## src/rtl/temp_bcd_formatter.sv

```systemverilog
// temp_bcd_formatter
// Watches the signed temperature byte from the I2C master, captures it on
// change (and once after reset), and converts |temp| to three BCD digits
// plus a sign flag with an iterative shift-add-3 (double-dabble) engine.
//
// Optional feature macro: TEMP_AVG_EN
//   When defined, a 4-sample moving window is averaged (floor) before
//   conversion, adding one LOAD edge between capture and engine load.
//
// Output semantics (consumer side, no back-pressure):
//   - digit_* and negative are registered together and hold between
//     conversions, so they may be read at any time.
//   - update pulses for exactly one cycle after new digits are written.
//   - valid rises with the first completed conversion and stays high
//     until reset.
//   - busy is high from the cycle after capture through the cycle that
//     ends with the final shift edge.
module temp_bcd_formatter (
  input  logic       clock,
  input  logic       reset,
  input  logic [7:0] temp_data,
  output logic [3:0] digit_hundreds,
  output logic [3:0] digit_tens,
  output logic [3:0] digit_ones,
  output logic       negative,
  output logic       valid,
  output logic       busy,
  output logic       update
);

  // LOAD is only entered when the averaging window is built in.
  typedef enum logic [1:0] {
    IDLE    = 2'd0,
    CONVERT = 2'd1,
    LOAD    = 2'd2
  } state_t;

  state_t      state_q;
  state_t      state_d;

  logic [7:0]  last_data;
  logic        prime;
  logic [19:0] shift_q;
  logic [19:0] shift_next;
  logic [2:0]  count_q;
  logic        negative_n;

  logic        changed;
  logic        capture;
  logic        load_engine;
  logic        shift_en;
  logic        finish;

  logic [7:0]  src;
  logic [7:0]  magnitude;

  // One double-dabble step: add 3 to every BCD nibble that is 5 or more,
  // then shift the whole register left by one.
  function automatic logic [19:0] dabble_step(input logic [19:0] v);
    logic [19:0] a;
    a = v;
    if (a[11:8]  >= 4'd5) a[11:8]  = a[11:8]  + 4'd3;
    if (a[15:12] >= 4'd5) a[15:12] = a[15:12] + 4'd3;
    if (a[19:16] >= 4'd5) a[19:16] = a[19:16] + 4'd3;
    return {a[18:0], 1'b0};
  endfunction

  assign changed    = prime || (temp_data != last_data);
  assign shift_next = dabble_step(shift_q);
  // -128 negates to 8'h80, which read unsigned is the required 128.
  assign magnitude  = src[7] ? (8'd0 - src) : src;

`ifdef TEMP_AVG_EN
  logic [7:0] win_q [4];
  logic [9:0] win_sum;

  // Signed 10-bit sum of the window; bits [9:2] are the floor of sum/4.
  always_comb begin
    win_sum = {{2{win_q[0][7]}}, win_q[0]}
            + {{2{win_q[1][7]}}, win_q[1]}
            + {{2{win_q[2][7]}}, win_q[2]}
            + {{2{win_q[3][7]}}, win_q[3]};
  end

  assign src = win_sum[9:2];

  // Window shift on capture; the first capture after reset fills all slots.
  always_ff @(posedge clock) begin
    if (reset) begin
      for (int i = 0; i < 4; i++) win_q[i] <= 8'd0;
    end else if (capture) begin
      if (prime) begin
        for (int i = 0; i < 4; i++) win_q[i] <= temp_data;
      end else begin
        win_q[0] <= temp_data;
        win_q[1] <= win_q[0];
        win_q[2] <= win_q[1];
        win_q[3] <= win_q[2];
      end
    end
  end
`else
  assign src = temp_data;
`endif

  // FSM state register.
  always_ff @(posedge clock) begin
    if (reset) state_q <= IDLE;
    else       state_q <= state_d;
  end

  // Next-state and per-edge control strobes.
  always_comb begin
    state_d     = state_q;
    capture     = 1'b0;
    load_engine = 1'b0;
    shift_en    = 1'b0;
    finish      = 1'b0;
    case (state_q)
      IDLE: begin
        if (changed) begin
          capture = 1'b1;
`ifdef TEMP_AVG_EN
          state_d = LOAD;
`else
          load_engine = 1'b1;
          state_d     = CONVERT;
`endif
        end
      end
      LOAD: begin
        load_engine = 1'b1;
        state_d     = CONVERT;
      end
      CONVERT: begin
        shift_en = 1'b1;
        if (count_q == 3'd7) begin
          finish  = 1'b1;
          state_d = IDLE;
        end
      end
      default: state_d = IDLE;
    endcase
  end

  // Capture bookkeeping: last seen sample and the post-reset prime flag.
  always_ff @(posedge clock) begin
    if (reset) begin
      last_data <= 8'd0;
      prime     <= 1'b1;
    end else if (capture) begin
      last_data <= temp_data;
      prime     <= 1'b0;
    end
  end

  // Conversion engine: load magnitude and sign, then eight dabble shifts.
  always_ff @(posedge clock) begin
    if (reset) begin
      shift_q    <= 20'd0;
      count_q    <= 3'd0;
      negative_n <= 1'b0;
    end else if (load_engine) begin
      shift_q    <= {12'd0, magnitude};
      count_q    <= 3'd0;
      negative_n <= src[7];
    end else if (shift_en) begin
      shift_q    <= shift_next;
      count_q    <= count_q + 3'd1;
    end
  end

  // Output registers: digits and sign update together on the final shift.
  always_ff @(posedge clock) begin
    if (reset) begin
      digit_hundreds <= 4'd0;
      digit_tens     <= 4'd0;
      digit_ones     <= 4'd0;
      negative       <= 1'b0;
      valid          <= 1'b0;
      busy           <= 1'b0;
      update         <= 1'b0;
    end else begin
      update <= 1'b0;
      if (capture) busy <= 1'b1;
      if (finish) begin
        digit_hundreds <= shift_next[19:16];
        digit_tens     <= shift_next[15:12];
        digit_ones     <= shift_next[11:8];
        // A zero magnitude never reports a sign.
        negative       <= negative_n && (shift_next[19:8] != 12'd0);
        valid          <= 1'b1;
        update         <= 1'b1;
        busy           <= 1'b0;
      end
    end
  end

endmodule
```

## config.mk

```make
export PLATFORM = sky130hd
export DESIGN_NAME = temp_bcd_formatter
export DESIGN_NICKNAME = d
export VERILOG_FILES = /design/src/rtl/temp_bcd_formatter.sv
export SDC_FILE = /design/constraint.sdc
export NUM_CORES = 1
export LEC_CHECK = 0
export CORE_MARGIN = 5
export CORE_UTILIZATION = 62
export CTS_BUF_LIST = sky130_fd_sc_hd__clkbuf_8
export CTS_CLUSTER_DIAMETER = 150
export DETAILED_ROUTE_END_ITERATION = 8
export HOLD_SLACK_MARGIN = 0.03
export PLACE_DENSITY = 0.92
export SKIP_CTS_REPAIR_TIMING = 1
export SYNTH_ARGS = -nofsm -noshare
export SYNTH_HDL_FRONTEND = slang
export SYNTH_SLANG_ARGS = --single-unit
export TNS_END_PERCENT = 1
```

## constraint.sdc

```tcl
create_clock -name clock -period 5.57 [get_ports clock]
set_clock_uncertainty 0.15 [all_clocks]
set_input_delay 1.114 -clock clock [delete_from_list [all_inputs] [get_ports clock]]
set_output_delay 1.114 -clock clock [all_outputs]
set_load 0.02 [all_outputs]
```

# [Word level (Yosys, flattened, before mapping)]
# Index checks and enable logic that the tools add are counted.
[op_classes] add_sub_neg=5 order_cmp=3 eq_ne=6 muxes=16 n_reduce_logical=8
[op_table] op="8-bit two-way mux" n=3
[op_table] op="4-bit by 3-bit greater-or-equal comparator with 1-bit output, second input constant" n=3
[op_table] op="12-bit nonzero test" n=1
[op_table] op="4-bit by 2-bit adder with 4-bit output, second input constant" n=2
[op_table] op="4-bit two-way mux" n=2
[op_table] op="8-bit inequality test" n=1
[op_table] op="1-bit by 8-bit subtractor with 8-bit output, first input constant" n=1
[op_table] op="1-bit two-way mux" n=6
[op_table] op="2-bit case mux with 3 select lines" n=1
[op_table] op="2-bit two-way mux" n=2
[op_table] op="2-bit inequality test, second input constant" n=2
[op_table] op="2-bit OR reduction" n=2
[op_table] op="3-bit by 1-bit adder with 3-bit output, second input constant" n=1
[op_table] op="3-bit by 2-bit adder with 3-bit output, second input constant" n=1
[op_table] op="3-bit equality test, second input constant" n=1
[op_table] op="3-bit two-way mux" n=1
[op_table] op="2-bit by 1-bit equality test with 1-bit output, second input constant" n=1
[op_table] op="2-bit equality test, second input constant" n=1
[op_table] op="2-bit logical NOT" n=1
[op_table] op="1-bit case mux with 2 select lines" n=1
[op_table] op="2-bit AND reduction" n=1
[op_table] op="2-bit nonzero test" n=1
[op_table] op="1-bit logical AND" n=1
[op_table] op="1-bit logical OR" n=1
[totals] reg_bits=51 input_bits=10 out_inout_bits=16 wordCells=52

# [Longest topological paths before layout]
[logic_depth] word_depth=5 mapped_depth=8 mapped_depth_nobuf=7

# [Least setup slack after synthesis]
# No wires, ideal clock.
[synth_timing] path_type="in2reg" from="in temp_data[7]" to="reg busy" t_arrival_ns=2.373 required_ns=5.305 path_slack_ns=2.933 stages=8 path_buffers=3 path_cell_list="buf_6 -> xor2_1 -> a2111oi_4 -> and3_1 -> buf_6 -> buf_6 -> nor2_1 -> o21a_1"
[synth_via] elab_chain_len=4
[synth_rtl] element="start: declaration" line="21" source="input logic [7:0] temp_data,"
[synth_rtl] element="8-bit inequality test" line="68" source="assign changed = prime || (temp_data != last_data);"
[synth_rtl] element="1-bit logical OR" line="68"
[synth_rtl] element="1-bit two-way mux" line="121" source="if (changed) begin"
[synth_rtl] element="1-bit two-way mux" line="119" source="case (state_q)"
[synth_rtl] element="end signal: assignment" line="181" source="busy <= 1'b0;"
[synth_rtl] element="end signal: assignment" line="185" source="if (capture) busy <= 1'b1;"
[synth_rtl] element="end signal: assignment" line="194" source="busy <= 1'b0;"
[synth_rtl] element="end: declaration" line="27" source="output logic busy,"
# Every way passes these cells.
# A chain may end at the register's enable or synchronous reset.

# [Final worst setup path]
[layout_timing] from="in temp_data[7]" to="reg shift_q[7]"
[layout_via] elab_chain_len=5
[layout_rtl] element="branches (longest 5 deep; another with 1-bit by 8-bit subtractor with 8-bit output)"
[layout_rtl] element="end signal: assignment" line="164" source="shift_q <= {12'd0, magnitude};"
[layout_rtl] element="end signal: assignment" line="168" source="shift_q <= shift_next;"
[layout_rtl] element="end: declaration" line="43" source="logic [19:0] shift_q;"
# Parallel ways; which one is timed is not known.

==> metrics.log <==
[metrics] TritonCTS sink count: 49
[metrics] worst min-delay path category: flip-flop to flip-flop
[metrics] cell types occupying the most area after synthesis: sky130_fd_sc_hd__dfxtp_1 (41%), sky130_fd_sc_hd__nand3_1 (5.5%), sky130_fd_sc_hd__a21oi_1 (5.3%)
[metrics] Sw Ratio: 0.2347
[metrics] total vias in the final route: roughly 2000
[metrics] TritonCTS clock tree: yes
[metrics] launch point of the worst path: temp_data[7]
[metrics] sequential share of power: 0.582
[metrics] Slew Viols, Final: 0
[metrics] Finish-stage setup viols: 0
[metrics] length of the first detailed-routing pass in iterations: 4
[metrics] count of different cell masters after synthesis: between 40 and 50
[metrics] area enclosed by the die boundary: ~5200 um^2
[metrics] final setup margin: approximately 2100 ps
[metrics] most common cell after layout, fill and taps aside: sky130_fd_sc_hd__dfxtp_1
[metrics] arrival time at the worst endpoint: approximately 3500 ps
[metrics] TritonCTS buffer count: 5
[metrics] depth of the most critical reg-to-reg path: 5
[metrics] fill count: 300
[metrics] RR Endpoint: shift_q[7]
[metrics] share of final-layout standard cells stronger than drive strength 1: 0.03484
[metrics] count of nets left with antenna violations after detail routing: 0
[metrics] result of the run: finished clean
[metrics] RePlAce Congestion: between 0.8 and 0.9
[metrics] area of the mapped netlist: 2366 um^2
[metrics] Synth Register Bits: 49
[metrics] crit path launch type: input pin
[metrics] number of top-level pins: 26
[metrics] hold violation total from the final report: 0
[metrics] post-synthesis area per instance: 8.796 um^2
[metrics] Max-cap violations: 0
[metrics] worst voltage drop across the vdd grid: 183.3 uV
[metrics] setup repair after global routing missed its margin: no
[metrics] post-synth top area cell: sky130_fd_sc_hd__dfxtp_1
[metrics] total detailed-routing wirelength: 4.634 mm
[metrics] end of the worst hold path: valid
[metrics] synthesized netlist cell count: between 200 and 300
[metrics] growth of design area from synthesis to finish: 13.64%
[metrics] most frequent cells in the layout: sky130_fd_sc_hd__dfxtp_1 (49), sky130_fd_sc_hd__nand3_1 (26), sky130_fd_sc_hd__nand2_1 (25), sky130_fd_sc_hd__a21oi_1 (25), sky130_fd_sc_hd__clkdlybuf4s50_1 (25)
[metrics] CP Data Required Time: ~5600 ps
[metrics] clock slew at reported path FFs: 80 ps
[metrics] pwr dens: between 200 and 250 nW/um^2
[metrics] vias in the first global route: around 1800
[metrics] Clock Latency Late Sink: ~300 ps
[metrics] Tightest Pin Transition: roughly 880 ps
[metrics] DP Worst Slack: 1821 ps
[metrics] yosys warns: 0
[metrics] leakage power summed over all cells: about 1.0 nW
[metrics] period utilization: 0.6179
[metrics] clock network fraction of design power: 0.324
[metrics] antenna violations before repair: 0
[metrics] sequential-to-total area share from yosys stat: 0.4146
[metrics] grt total ovfl: 0
[metrics] top layer used by detailed routing: met4
[metrics] DIE WIDTH: a little over 70 um
[metrics] async set-reset flop share out of synthesis: 0
[metrics] effective utilization at floorplan: 0.6415
[metrics] maximum buffer depth of the clock tree: 2
[metrics] proportion of netlist area held by the largest area contributor: 0.4146
[metrics] Most used DFF post-synth: sky130_fd_sc_hd__dfxtp_1
[metrics] routed wirelength normalized by instance count: around 14 um
[metrics] beginning of the worst register-to-register path: last_data[7]
[metrics] list of cells traversed by the critical path: clkdlybuf4s50_1 > xor2_1 > a2111oi_4 > and3_1 > nand2_1 > a311oi_1
[metrics] root cell of the clock tree: sky130_fd_sc_hd__clkbuf_8
[metrics] critical path start-end classification: input pin to flip-flop
[metrics] internal cell power: 0.0004814 W
[metrics] pin count of the biggest net entering global routing: 38
[metrics] Die Ht: between 70 and 80 um
[metrics] total number of H-tree levels: 2
[metrics] slowest library cell on the worst path: sky130_fd_sc_hd__and3_1
[metrics] total half-perimeter wirelength after legalization and detailed placement: 3.366 mm
[metrics] met3 WL: roughly 260 um
[metrics] amount of wire on met2 after detailed routing: around 2.3 mm
[metrics] sort of element at the end of the critical path: flip-flop
[metrics] count of standard-cell rows: 22
[metrics] global-route wire length before repair: around 8 mm
[metrics] number of nets in the final layout: a little over 300
[metrics] Worst Hold Depth: 1
[metrics] crit-path max cell delay: a little under 800 ps
[metrics] DR DRC count: 0
[metrics] Logic pwr share: 0.094
[metrics] Hold Crit Start: valid
[metrics] detailed-route wire length on metal 1: about 2.0 mm
[metrics] Syn Nets: 288
[metrics] GRT Util Overall: 0.1937
[metrics] Slew HR: 0.4134
[metrics] Setup Total Neg Slack: 0 ps
[metrics] violation count after the first detailed-routing iteration: 220
[metrics] power dissipated by switching net loads: roughly 0.00015 W
[metrics] number of enable flip-flop cells after synthesis: 0
[metrics] number of diodes: 0
[metrics] Max FO, Critical Path: 27
[metrics] core footprint: about 3700 um^2
[metrics] time the final worst path needs with I/O delays and setup: approximately 3400 ps
[metrics] r2r setup slk: about 3200 ps
[metrics] FMAX: 290.6 MHz
[metrics] number of I/O port buffers: 25
[metrics] via density per instance: roughly 6
==> cells by family (layout without fill, tap and decap cells) <==
| kind of cell | Yosys count | after routing | share of synthesized area |
|---|---|---|---|
| compound gates | 67 | 67 | 0.1920 |
| xor+xnor | 15 | 15 | 0.05552 |
| fa+ha+maj | 9 | 9 | 0.04759 |
| buf+inv | 29 | 47 | 0.05976 |
| flops | 49 | 49 | 0.4146 |
| mux | 10 | 10 | 0.04231 |
| simple gates | 90 | 90 | 0.1883 |
==> power by group through the flow <==
stage               clock (W)  sequential, W  combinational (W)
floorplan                   0       0.000373          0.0000417
global placement            0       0.000374          0.0000577
detailed placement          0       0.000374          0.0000592
CTS                  0.000210       0.000366          0.0000593
global route         0.000221       0.000367          0.0000655
finish               0.000204       0.000366          0.0000590
==> synthesized netlist by cell type, drive strengths merged, types with 9 or more instances <==
master,number
dfxtp,49
nand3,26
a21oi,25
nand2,25
nand2b,11
o21ai,11
inv,10
mux2i,10
nor2,10
xor2,10
a22o,9
clkbuf,9
ha,9
==> worst max path at each step <==
stage	slack, ps	end
2_1_floorplan	2930	busy
3_3_place_gp	1910	shift_q[7]
3_5_place_dp	1820	shift_q[7]
4_1_cts	2140	shift_q[7]
5_1_grt	1920	shift_q[7]
6_report	2130	shift_q[7]
==> state kept, by name, summed over array words and instances (netlist names) <==
signal	count
digit_hundreds	4
digit_tens	4
digit_ones	4
prime	1
state_q	1
update	1
negative	1
count_q	3
last_data	8
valid	1
shift_q	20
busy	1
==> per-stage QoR <==
stage / hold WS [ps] / instances / utilization / total power, W / instance area, um^2
global route: 321.7 / 335 / 0.7290 / 0.0006541 / 2689
finish: 309.6 / 335 / 0.7290 / 0.0006291 / 2689
detailed placement: 294.2 / 328 / 0.7056 / 0.0004335 / 2603
CTS: 314.2 / 335 / 0.7290 / 0.0006351 / 2689
global placement: 285.7 / 328 / 0.7056 / 0.0004315 / 2603
floorplan: 278.6 / 269 / - / 0.0004150 / 2366
==> per-layer routing <==
layer,up-vias,track usage
li1,987,-
met2,56,0.3367
met3,7,0.04208
met4,0,0.06263
met1,932,0.2368
met5,-,0
==> cell type report <==
| cell class | instances | area (um^2) | area share |
|---|---|---|---|
| inverter | 12 | 45.04 | 0.01675 |
| multi-input combinational | 191 | 1244 | 0.4625 |
| clock buffer | 6 | 82.58 | 0.03071 |
| clock inverter | 1 | 3.754 | 0.001396 |
| sequential | 49 | 980.9 | 0.3648 |
| timing repair buffer | 28 | 272.8 | 0.1014 |
| tap | 48 | 60.06 | 0.02234 |
==> worst max-delay path: cells and delay by family <==
family / cells / cell delay [ps]
xor gates and xnor gates: 1 / 160
and+or+nand+nor: 2 / 910
AOI/OAI and AO/OA: 2 / 650
buffers and inverters: 1 / 640
Note: power is estimated with default switching activity, not from simulation.
==> RTL edit: new RTL, config.mk and constraints unchanged <==
The 3 states of `state_t` get a one-hot encoding in 3 bits.
--- a/src/rtl/temp_bcd_formatter.sv
+++ b/src/rtl/temp_bcd_formatter.sv
@@ -30,8 +30,8 @@
 
   // LOAD is only entered when the averaging window is built in.
-  typedef enum logic [1:0] {
-    IDLE    = 2'd0,
-    CONVERT = 2'd1,
-    LOAD    = 2'd2
+  typedef enum logic [2:0] {
+    IDLE    = 3'b001,
+    CONVERT = 3'b010,
+    LOAD    = 3'b100
   } state_t;
 
Formal check against the unedited RTL: same outputs for any inputs over 10 cycles, from zero or initial values and one cycle with reset high; not proved beyond that.
==> RTL edit against the unedited design <==
- design area up 4.3%
- die area up 2.9%
- worst setup slack improved by 12 ps
- sequential cell count rose by 1
- global-route usage fell by 0.22 points
- clock power increased by 22%
- routed wire length grew 6.0%
- synthesized area increased by 3.3%
- power up 20%
==> RTL edit: results <==
{
  "muxShareOfSynthArea_pct": 3.28,
  "worst_path_max_delay_cell": "or2_1",
  "drive_gt1_share_pct": 9.15,
  "holdPathStages": 2,
  "critPathMaxStageDelay_ps": 720,
  "num_vias": 1983,
  "grt_usage_pct": 19.1,
  "status": "finished clean",
  "place_ws_ps": 1840,
  "setup_slack_ps": 2140,
  "netlist_top_cells_area": "dfxtp_1 41%, nand2_1 5.8%, ha_1 4.6%",
  "nFillCells": 291,
  "path_max_fanout": 18,
  "top_regs": "shift_q: 20 flops, last_data: 8 flops",
  "post-synth-top-count-cell": "dfxtp_1",
  "reg2reg_slack_ps": 3210,
  "ys_types": 43,
  "grt_pass1_vias": 1811,
  "async_reset_ff_share_pct": 0,
  "ir_worst_vdd_mv": 0.182,
  "synth_cells": 274,
  "routed_wl_um": 4910,
  "holdPathEnd": "valid",
  "yosys-top-cells-count": "50 x dfxtp_1, 38 x nand2_1, 18 x a21oi_1",
  "gp_congestion": 0.901,
  "drt_iter0_drc": 129,
  "numCtsBuffers": 5,
  "grt_pass1_wl_um": 8050,
  "grtUsageMet3_pct": 4.82,
  "synthAdderAreaFrac_pct": 4.61,
  "met1_usage_pct": 22.9,
  "numPortBuffers": 25,
  "htreeDepth": 2,
  "placed_cell_area_sq_um": 2700,
  "clk_latency_ps": 300,
  "r2r_start": "last_data[5]",
  "syn-num-nets": 293,
  "post-dp-hpwl_um": 3560,
  "whs_ps": 306,
  "p_leak_nw": 1.06,
  "min-delay-start": "valid",
  "ys_seq_area_share_pct": 40.9,
  "synth_compound_area_share_pct": 21.3,
  "reg2reg_depth": 5,
  "synth_xor_xnor_area_share_pct": 6.09,
  "grt_max_degree": 27,
  "fin_nets": 313,
  "stdcell_count": 343,
  "grt.met2_usage_pct": 32.8,
  "worst_slew_pin_slew_ps": 860,
  "hold_class": "reg -> reg",
  "rr_endpoint": "shift_q[4]",
  "cts_buffer_depth": 2,
  "busiest_layer": "met2"
}
==> RTL edit: cell count changes after synthesis, sizes merged, moves of 4 or more <==
| cell | unedited run | this run |
|---|---|---|
| nand3 | 26 | 8 |
| nand2 | 25 | 38 |
| a211oi | 0 | 8 |
| nor2 | 10 | 18 |
| nor3 | 5 | 1 |
| or2 | 0 | 4 |
==> RTL edit: kinds of logic after synthesis <==
kind of cell / count (synthesis)
simple gates: 93
compound gates: 71
flops: 50
buf+inv: 26
xor+xnor: 17
fa+ha+maj: 9
mux: 8
==> RTL edit: power breakdown <==
part	switching, mW	internal (mW)
sequential	0.0141	0.377
clock	0.117	0.131
combinational	0.0684	0.0465
==> RTL edit: area by class of cell <==
type,count,area share (%)
clock buffer,5,2.45
clock inverter,3,1.34
inverter,12,1.61
multi-input combinational,198,47.3
sequential,50,35.7
tap,48,2.14
timing repair buffer,27,9.46
==> RTL edit: worst reg2reg max path: stages (launching register included) <==
cell and delay, ps:
dfxtp_1 350, xor2_1 250, nor4_4 100, a31oi_4 490, or2_1 720, o32ai_2 160
==> RTL edit: worst max-delay path by stage <==
stage,from,endpoint
2_1_floorplan,temp_data[7],shift_q[1]
3_3_place_gp,temp_data[5],shift_q[4]
4_1_cts,temp_data[5],shift_q[1]
3_5_place_dp,temp_data[5],shift_q[1]
5_1_grt,temp_data[7],shift_q[4]
6_report,temp_data[7],shift_q[4]
==> RTL edit: layer usage <==
layer | up-vias | wire length, um
met5 | - | 0
met4 | 0 | 97
met3 | 12 | 255
met2 | 55 | 2480
met1 | 931 | 2080
li1 | 985 | -
==> RTL edit: through the flow <==
stage / utilization [%] / power (mW)
global route: 74.9 / 0.786
finish: 74.9 / 0.754
CTS: 74.9 / 0.755
detailed placement: 72.1 / 0.513
floorplan: - / 0.488
global placement: 72.1 / 0.510
